File: src/rtl/sd_cmd48_generator.sv
// -----------------------------------------------------------------------------
// sd_cmd48_generator
//
// Stimulus generator that serialises a 48-bit SD-style command frame onto
// gen_serial together with a free-running gen_clock. Data changes on the
// falling edge of gen_clock and is stable at its rising edge. The MSB goes out
// first, and a frame starts with the line going 1->0. The six frame bytes are
// loaded through the host command interface, least significant byte first
// (byte k = frame[8k+7:8k]). Optionally bits[7:1] are replaced by the CRC7 of
// bits[47:8], and bit0 by the end bit.
//
// Ports
//   clock                    system clock, all logic on its rising edge
//   reset_n                  asynchronous active-low reset
//   dev_command_started      one-cycle pulse, dev_command valid
//   dev_command_processing   high while the host command is active
//   dev_command[4:0]         command code
//   dev_command_data_signal  one-cycle strobe, dev_data valid
//   dev_data[7:0]            payload byte
//   dev_busy                 high from CMD_SEND acceptance until frame_done
//   crc_auto                 substitute CRC7 + end bit (sampled at acceptance)
//   gen_clock                serial clock, period 2*CLK_DIV clocks
//   gen_serial               serial data, idles high
//   frame_done               one-cycle pulse when a frame completes
// -----------------------------------------------------------------------------
module sd_cmd48_generator #(
  parameter int          CLK_DIV   = 4,
  parameter int          IDLE_BITS = 8,
  parameter logic [4:0]  CMD_SEND  = 5'h2
) (
  input  logic       clock,
  input  logic       reset_n,
  input  logic       dev_command_started,
  input  logic       dev_command_processing,
  input  logic [4:0] dev_command,
  input  logic       dev_command_data_signal,
  input  logic [7:0] dev_data,
  output logic       dev_busy,
  input  logic       crc_auto,
  output logic       gen_clock,
  output logic       gen_serial,
  output logic       frame_done
);

  localparam int             DW       = $clog2(CLK_DIV);
  localparam int             GW       = $clog2(IDLE_BITS + 1);
  localparam logic [DW-1:0]  DIV_LAST = DW'(CLK_DIV - 1);
  localparam logic [GW-1:0]  GAP_FULL = GW'(IDLE_BITS);
  // x^7 + x^3 + 1 without the implicit x^7 term
  localparam logic [6:0]     CRC_POLY = 7'h09;

  typedef enum logic [1:0] {ST_IDLE, ST_LOAD, ST_WAIT_GAP, ST_SHIFT} state_t;

  state_t          r_state;
  state_t          w_state_nxt;
  logic [DW-1:0]   r_div_cnt;
  logic            r_gen_clock;
  logic [GW-1:0]   r_gap_cnt;
  logic            r_serial;
  logic            r_frame_done;
  logic [47:0]     r_frame;
  logic [2:0]      r_idx;
  logic [5:0]      r_bit_cnt;     // index of the bit currently on the line
  logic [6:0]      r_crc;
  logic            r_crc_auto;
  logic            r_proc_d;

  logic            w_fall;
  logic            w_proc_fell;
  logic            w_cmd_send;
  logic [5:0]      w_next_idx;
  logic [7:0]      w_crc_ext;
  logic            w_next_bit;
  logic [6:0]      w_crc_step;
  logic            w_accept;
  logic            w_store;
  logic            w_start;
  logic            w_shift;
  logic            w_finish;

  // The cycle in which gen_clock is about to toggle 1->0.
  assign w_fall      = (r_div_cnt == DIV_LAST) && r_gen_clock;
  assign w_proc_fell = r_proc_d && !dev_command_processing;
  assign w_cmd_send  = dev_command_started && (dev_command == CMD_SEND);
  assign w_next_idx  = r_bit_cnt - 6'd1;

  // With crc_auto the low byte becomes {CRC[6:0], 1}; indexing this vector with
  // the bit number picks CRC[n-1] for bits 7..1 and the end bit for bit 0.
  assign w_crc_ext   = {r_crc, 1'b1};
  assign w_next_bit  = (r_crc_auto && (w_next_idx < 6'd8)) ? w_crc_ext[w_next_idx[2:0]]
                                                           : r_frame[w_next_idx];
  assign w_crc_step  = {r_crc[5:0], 1'b0} ^ ({7{w_next_bit ^ r_crc[6]}} & CRC_POLY);

  // Next-state logic and one-cycle control strobes.
  always_comb begin
    // NOTE: every output of this block gets a default first so that no path
    // leaves a value unassigned, which would otherwise infer a latch.
    w_state_nxt = r_state;
    w_accept    = 1'b0;
    w_store     = 1'b0;
    w_start     = 1'b0;
    w_shift     = 1'b0;
    w_finish    = 1'b0;
    case (r_state)
      ST_IDLE: begin
        if (w_cmd_send) begin
          w_accept    = 1'b1;
          w_state_nxt = ST_LOAD;
        end
      end
      ST_LOAD: begin
        // The sixth byte completes the load even if the host drops the
        // command in the same cycle; any earlier drop aborts.
        if (dev_command_data_signal && (r_idx == 3'd5)) begin
          w_store     = 1'b1;
          w_state_nxt = ST_WAIT_GAP;
        end else if (w_proc_fell) begin
          w_state_nxt = ST_IDLE;
        end else if (dev_command_data_signal) begin
          w_store     = 1'b1;
        end
      end
      ST_WAIT_GAP: begin
        if (w_fall && (r_gap_cnt == GAP_FULL)) begin
          w_start     = 1'b1;
          w_state_nxt = ST_SHIFT;
        end
      end
      ST_SHIFT: begin
        if (w_fall) begin
          if (r_bit_cnt == 6'd0) begin
            w_finish    = 1'b1;
            w_state_nxt = ST_IDLE;
          end else begin
            w_shift     = 1'b1;
          end
        end
      end
      default: w_state_nxt = ST_IDLE;
    endcase
  end

  // Divider, idle-gap counter and line drivers.
  always_ff @(posedge clock or negedge reset_n) begin
    if (!reset_n) begin
      r_div_cnt    <= '0;
      r_gen_clock  <= 1'b0;
      r_gap_cnt    <= '0;
      r_serial     <= 1'b1;
      r_frame_done <= 1'b0;
    end else begin
      // NOTE: state registers use non-blocking assignments so every always_ff
      // block sees the pre-edge values regardless of evaluation order.
      r_div_cnt <= (r_div_cnt == DIV_LAST) ? '0 : r_div_cnt + DW'(1);
      if (r_div_cnt == DIV_LAST) begin
        r_gen_clock <= ~r_gen_clock;
      end

      // High bit-times inside a frame are not idle time, so the gap only
      // accumulates outside SHIFT; a new frame restarts it.
      if (w_start) begin
        r_gap_cnt <= '0;
      end else if (w_fall && r_serial && (r_state != ST_SHIFT) && (r_gap_cnt != GAP_FULL)) begin
        r_gap_cnt <= r_gap_cnt + GW'(1);
      end

      r_frame_done <= w_finish;
      if (w_start) begin
        r_serial <= 1'b0;                 // start bit, whatever byte 5 held
      end else if (w_shift) begin
        r_serial <= w_next_bit;
      end else if (w_finish) begin
        r_serial <= 1'b1;
      end
    end
  end

  // FSM state, frame load and CRC.
  always_ff @(posedge clock or negedge reset_n) begin
    if (!reset_n) begin
      r_state    <= ST_IDLE;
      r_proc_d   <= 1'b0;
      r_crc_auto <= 1'b0;
      r_idx      <= '0;
      r_bit_cnt  <= '0;
      r_crc      <= '0;
      // NOTE: the frame store is a plain 48-bit register, not a RAM, so it is
      // reset along with the rest of the state.
      r_frame    <= '0;
    end else begin
      r_state  <= w_state_nxt;
      r_proc_d <= dev_command_processing;

      if (w_accept) begin
        r_crc_auto <= crc_auto;
        r_idx      <= '0;
      end

      if (w_store) begin
        r_frame[{r_idx, 3'b000} +: 8] <= dev_data;
        r_idx                         <= r_idx + 3'd1;
      end

      // Bit 47 is always 0 and feeds a zero CRC, so starting from zero
      // already accounts for it.
      if (w_start) begin
        r_bit_cnt <= 6'd47;
        r_crc     <= '0;
      end else if (w_shift) begin
        r_bit_cnt <= w_next_idx;
        if (w_next_idx >= 6'd8) begin
          r_crc <= w_crc_step;
        end
      end
    end
  end

  assign gen_clock  = r_gen_clock;
  assign gen_serial = r_serial;
  assign frame_done = r_frame_done;
  assign dev_busy   = (r_state != ST_IDLE);

endmodule

File: config.mk
export PLATFORM = sky130hd
export DESIGN_NAME = sd_cmd48_generator
export DESIGN_NICKNAME = d
export VERILOG_FILES = /design/src/rtl/sd_cmd48_generator.sv
export SDC_FILE = /design/constraint.sdc
export NUM_CORES = 1
export LEC_CHECK = 0
export ABC_AREA = 1
export CAP_MARGIN = 15
export CORE_ASPECT_RATIO = 1.75
export CORE_MARGIN = 5
export CORE_UTILIZATION = 41
export DETAILED_ROUTE_END_ITERATION = 10
export HOLD_SLACK_MARGIN = 0.12
export PLACE_DENSITY = 0.64
export SYNTH_ARGS = -nofsm -noshare
export SYNTH_HDL_FRONTEND = slang
export SYNTH_SLANG_ARGS = --single-unit
File: constraint.sdc
create_clock -name clock -period 6.65 [get_ports clock]
set_clock_uncertainty 0.15 [all_clocks]
set_input_delay 1.33 -clock clock [delete_from_list [all_inputs] [get_ports clock]]
set_output_delay 1.33 -clock clock [all_outputs]
set_load 0.05 [all_outputs]
==> qor.yml, run 1 <==
cts:
  cts_buffers: 9
  cts.hold.buffers_added: 0
  cts.clk_slew.worst_paths_ns: 0.06
  htree_levels: 3
  cts_tree: "built"
  post_cts_buffers: 0
  cts_resized: 0
  cts_sinks: 77
  clock_path_buffers: 2
  worstSkewPairLatency_ns: 0.34
  cts_root_buf: "clkbuf_16"
synthesis:
  netlist_instances: 520
  syn-cell-area_mm2: 0.00412
  syn_avg_cell_area_um2: 7.92
  syn_nets: 550
  yosysTopAreaCell: "dfrtp_1"
  yosys-top-cells-area: "dfrtp_1, nand2_1, o21ai_0"
  ys_seq_area_share_pct: 46.8
  synth.distinct_cells: 36
  synth_top_area_share_pct: 46.2
  yosysWarnings: 0
  ys_seq_elements: 77
floorplan:
  initial_core_util_pct: 41.8
  io_pins: 23
  core_area_mm2: 0.00985
  chipWidth_um: 85.8
  dieHeight_um: 143
  die-area_mm2: 0.0122
  fp-row-count: 48
pwr:
  p_sw_share_pct: 35.9
  clock_power_share_pct: 30.2
  peakVddDrop_mv: 0.253
  power_mw: 1.78
  pwr-share-comb_pct: 29.9
  switching_power_mw: 0.638
  p_leak_nw: 2.27
  p_int_mw: 1.14
  p_per_area_mw_per_mm2: 376
  p_seq_share_pct: 39.9
drt:
  drt_pre_antenna_iters: 4
  vias_per_cell: 5.27
  route.vias.total: 3512
  wire_per_inst_um: 15.5
  wl_um: 10300
  drc_errors: 0
  ant_nets: 0
  drt_iter0_markers: 201
finish:
  layout_commonest_cell: "nand2_1"
  fin_area_mm2: 0.00473
  mostFrequentLayoutCells: "nand2_1, dfrtp_1, inv_1"
  final_util_pct: 48.1
  nets: 567
  area_growth_pct: 15.0
  drive_gt1_share_pct: 7.93
  diodes: 0
worst_setup_path:
  cp.arrival_ns: 3.75
  rrSetupSlack_ns: 2.97
  cp-start-kind: "register"
  end_kind: "register"
  worstPathMaxFanout: 32
  path_class: "register to register"
  worstPathRequired_ns: 6.72
placement:
  hpwl_um: 7430
  post_dp_cell_area_mm2: 0.00441
  io_buffers: 22
  place_congestion: 0.845
job:
  drv_cap: 0
sta:
  hold_viol: 0
  finalSetupViolations: 0
  tightest_slew_ns: 0.968
  rsz0062_at_grt: "false"
  fin_crit_sh_pct: 55.4
  slew_headroom_pct: 35.5
  slew_viol_final: 0
  fmax_mhz: 272
  fin_tns_setup_ns: 0
  period_minus_slack_ns: 3.68
status:
  status: "finished, final reports clean"
global_route:
  grt.overflow.total: 0
  grt_usage_pct: 18.4
  antenna_found_initial: 0
  grt_pass1_vias: 3621
  grt_max_degree: 78
  grt_pass1_wl_um: 17400
min_path:
  hold_path_class: "register to register"
-- critical path, stage by stage, from the launching register on --
cell     delay, ns
dfrtp_1       0.32
buf_4         0.32
inv_2         0.31
ha_1          0.82
inv_1         0.46
a21oi_1       0.24
o21ai_0       0.10
nand3_1       0.09
nand3_1       0.11
nand2_1       0.12
nand2_1       0.10
nand2_1       0.14
nand2_1       0.08
nand3_1       0.07
o21ai_0       0.09
-- final timing paths --
| path | start | endpoint | depth (start not counted) |
|---|---|---|---|
| min in group asynchronous | reset_n | r_frame[27]$_DFFE_PN0P_ | 1 |
| worst max-delay path | r_bit_cnt[0]$_DFFE_PN0P_ | r_crc[0]$_DFFE_PN0P_ | 14 |
| max in group asynchronous | reset_n | r_frame[39]$_DFFE_PN0P_ | 1 |
| worst min-delay path | r_div_cnt[0]$_DFF_PN0_ | r_div_cnt[0]$_DFF_PN0_ | 1 |
| worst min register to register | r_div_cnt[0]$_DFF_PN0_ | r_div_cnt[0]$_DFF_PN0_ | 1 |
| worst max register to register | r_bit_cnt[0]$_DFFE_PN0P_ | r_crc[0]$_DFFE_PN0P_ | 14 |
-- layout make-up --
class	instances	area (µm²)
clock inverters	4	70.1
inverters	70	265
multi-input cells	356	1830
well taps	125	156
repair buffers	23	225
flip-flops and latches	77	1930
clock buffers	12	256
fillers	1009	5110
-- sequential cells by signal, indices dropped and copies added, names as in the netlist, named ones only --
name / flops
r_crc: 7
r_idx: 3
r_crc_auto: 1
r_div_cnt: 2
r_bit_cnt: 6
r_proc_d: 1
r_state: 1
r_gap_cnt: 4
gen_clock: 1
r_frame: 48
frame_done: 1
gen_serial: 1
-- power by group through the flow --
stage / sequential [mW] / combinational (mW) / clock (mW)
after floorplan: 0.693 / 0.404 / 0
after global placement: 0.712 / 0.520 / 0
after detailed placement: 0.717 / 0.530 / 0
after CTS: 0.709 / 0.535 / 0.543
after global routing: 0.731 / 0.613 / 0.560
final: 0.710 / 0.531 / 0.537
-- synthesized netlist by cell type --
cell type / number
nand2_2: 4
clkbuf_1: 5
xnor2_1: 2
nor2_1: 39
nand2_1: 113
ha_1: 11
buf_2: 10
o21ai_2: 2
o21ai_0: 61
nand4_1: 12
dfrtp_1: 76
inv_2: 5
mux2_2: 2
o21ai_1: 1
inv_4: 1
nand3_1: 60
a21oi_2: 2
xor2_2: 1
xor2_1: 2
nand3b_1: 2
a21oi_1: 10
o211ai_1: 3
o41ai_1: 1
nor3_4: 1
nor2_2: 2
dfstp_2: 1
nor3_1: 10
a22oi_1: 1
nor4_4: 1
inv_1: 64
o22ai_1: 8
nand4_4: 1
and3_1: 1
or2_2: 2
nand2_4: 1
buf_6: 2
-- per-stage QoR --
stage	worst slack, ns	instances	hold slack (ns)
global placement	3.04	651	0.264
global route	2.67	667	0.332
detailed placement	3.00	651	0.311
CTS	2.98	667	0.322
floorplan	4.03	520	0.253
finish	2.97	667	0.316
-- per-layer routing --
layer  vias to the layer above  share of wire (%)  wire [µm]  GRT usage (%)
met2                        67                 54       5570           33.9
met4                         0                4.8        495           11.4
met3                        31                2.7        281           3.01
met5                         -                  0          0              0
li1                       1738                  -          -              -
met1                      1676                 38       3970           19.0
-- kinds of logic (layout without fill, tap and decap cells) --
kind of cell / after synthesis / in the layout / synth area share [%]
xor+xnor: 5 / 5 / 1.25
fa+ha+maj: 11 / 11 / 3.34
mux: 2 / 2 / 0.547
buf+inv: 87 / 109 / 8.66
flops: 77 / 77 / 46.8
simple gates: 249 / 249 / 27.6
compound gates: 89 / 89 / 11.8
Note: power is estimated with default switching activity, not from simulation.
==> run 2: changes to the inputs <==
clock period = 3.6 ns   (was 6.65 ns; I/O delays follow)
==> qor.yml, run 2 (synthesized netlist as in run 1, its figures left out) <==
min_path:
  hold-path-endpoint: "r_div_cnt[0]$_DFF_PN0_"
  min_from: "r_div_cnt[0]$_DFF_PN0_"
  hold_path_class: "register to register"
  hold_depth: 1  # unchanged
worst_setup_path:
  worstPathRequired_ns: 3.68  # -3.04 ns
  crit_chain: "inv_1 > ha_1 > ha_1 > inv_1 > nor2_2 > nand4_1 > o21ai_0"
  crit_path_top_delay_cell: "nand4_1"
  cp.arrival_ns: 2.90  # -0.85 ns
  max_stage_delay_ns: 0.56  # -0.26 ns
  cp-start-kind: "register"
  path_class: "register to register"
  worstPathMaxFanout: 16  # -50%
  rrSetupSlack_ns: 0.78  # -2.18 ns
  reg2reg_depth: 7  # -7
  r2r_end: "r_frame[35]$_DFFE_PN0P_"
  r2r-start: "r_idx[1]$_DFFE_PN0P_"
  end_kind: "register"
finish:
  diodes: 0  # unchanged
  largest-register: "r_frame"
  drive_gt1_share_pct: 8.78  # +0.84 points
  layout_commonest_cell: "nand2_1"
  reg_top3: "r_frame: 48 flops, r_crc: 7 flops, r_bit_cnt: 6 flops"
  largest_register_ff_count: 48  # unchanged
  mostFrequentLayoutCells: "nand2_1, dfrtp_1, inv_1"
  area_growth_pct: 14.7
  nets: 572  # +0.88%
status:
  status: "finished, final reports clean"
cts:
  cts_root_buf: "clkbuf_16"
  clock_path_buffers: 2  # unchanged
  cts.hold.buffers_added: 0  # unchanged
  cts_resized: 0  # unchanged
  cts_sinks: 77  # unchanged
  cts.clk_slew.worst_paths_ns: 0.06  # about the same
  cts_buffers: 9  # unchanged
  cts_tree: "built"
  worstSkewPairLatency_ns: 0.34  # about the same
  htree_levels: 3  # unchanged
  post_cts_buffers: 0  # unchanged
global_route:
  busiest_layer: "met2"
  gr-usage-met2_pct: 32.9  # -0.98 points
  grt_pass1_wl_um: 16600  # -4.8%
  grt_usage_pct: 17.6  # -0.84 points
  antenna_found_initial: 0  # unchanged
  use_met3_pct: 3.42  # +0.41 points
  grt_max_degree: 78  # unchanged
  grt_use_met1_pct: 18.2  # -0.85 points
  grt_pass1_vias: 3471  # -4.1%
  grt.overflow.total: 0  # unchanged
drt:
  route.vias.total: 3496  # -0.46%
  drt_pre_antenna_iters: 5  # +1
  wire_per_inst_um: 15.2  # -1.7%
  wl_um: 10200  # -0.97%
  ant_nets: 0  # unchanged
  vias_per_cell: 5.20  # -1.2%
  drt_iter0_markers: 185  # -8.0%
  drc_errors: 0  # unchanged
job:
  drv_cap: 0  # unchanged
sta:
  hold_viol: 0  # unchanged
  fin_crit_sh_pct: 78.2  # +23 points
  finalSetupViolations: 0  # unchanged
  tightest_slew_ns: 0.988  # +0.0207 ns
  holdWs_ns: 0.278  # -0.0377 ns
  period_minus_slack_ns: 2.82  # -0.865 ns
  slew_viol_final: 0  # unchanged
  fmax_mhz: 355  # +31%
  rsz0062_at_grt: "false"
  slew_headroom_pct: 34.1  # -1.4 points
  fin_tns_setup_ns: 0  # unchanged
placement:
  io_buffers: 22  # unchanged
  hpwl_um: 7360  # -0.90%
  place_congestion: 0.880  # +4.2%
floorplan:
  io_pins: 23  # unchanged
  initial_core_util_pct: 41.8  # unchanged
  chipWidth_um: 85.8  # unchanged
  die-area_mm2: 0.0122  # unchanged
  core_area_mm2: 0.00985  # unchanged
  fp-row-count: 48  # unchanged
  dieHeight_um: 143  # unchanged
pwr:
  p_per_area_mw_per_mm2: 672  # +79%
  p_leak_nw: 2.27  # about the same
  peakVddDrop_mv: 0.371  # +47%
run 2: cell types whose count changed in the layout (fill, tap and decap cells not counted), sizes merged:
cell / previous run / this run
clkinv: 2 / 3
bufinv: 2 / 0
buf: 2 / 7
clkinvlp: 0 / 1
run 2: cell type report:
cell class                 instances  area [µm²]
clock inverter                     4        22.5
clock buffer                      12         256
inverter                          70         265
sequential                        77        1930
tap                              125         156
timing repair buffer              28         263
fill                             995        5120
multi-input combinational        356        1830
run 2: critical path: cells and delay by family (launching register included):
kind | cells | cell delay (ns)
buf+inv | 2 | 0.26
fa+ha+maj | 2 | 0.58
compound gates | 1 | 0.39
simple gates | 2 | 0.88
flops | 1 | 0.43
run 2: report_power, final:
group          leakage, nW  switching (mW)  internal, mW
Clock                0.138           0.355         0.501
Sequential            1.01           0.157          1.13
Combinational         1.13           0.682         0.344
run 2: how the worst max path moves through the flow:
stage | start | endpoint | slack (ns) | depth (start not counted)
final | r_idx[1]$_DFFE_PN0P_ | r_frame[35]$_DFFE_PN0P_ | 0.78 | 7
after global routing | r_bit_cnt[0]$_DFFE_PN0P_ | r_crc[3]$_DFFE_PN0P_ | 0.58 | 13
after CTS | r_idx[1]$_DFFE_PN0P_ | r_frame[35]$_DFFE_PN0P_ | 0.76 | 7
after detailed placement | dev_command_processing | r_frame[23]$_DFFE_PN0P_ | 0.70 | 6
after global placement | dev_command_processing | r_frame[23]$_DFFE_PN0P_ | 0.75 | 6
after floorplan | r_idx[0]$_DFFE_PN0P_ | r_frame[39]$_DFFE_PN0P_ | 1.01 | 10
run 2: routing by layer:
layer  wire length [µm]  vias to the layer above
met3                302                       25
li1                   -                     1752
met5                  0                        -
met2               5590                       64
met1               3990                     1655
met4                336                        0
run 2: stage by stage:
| step | util, % | worst slack, ns | cells | cell area (µm²) | total power, mW |
|---|---|---|---|---|---|
| 2_1_floorplan | - | 1.01 | 520 | 4120 | 2.03 |
| 3_3_place_gp | 45.1 | 0.746 | 656 | 4450 | 2.29 |
| 3_5_place_dp | 45.1 | 0.703 | 656 | 4450 | 2.33 |
| 4_1_cts | 48.0 | 0.758 | 672 | 4720 | 3.19 |
| 5_1_grt | 48.0 | 0.583 | 672 | 4720 | 3.38 |
| 6_report | 48.0 | 0.784 | 672 | 4720 | 3.17 |
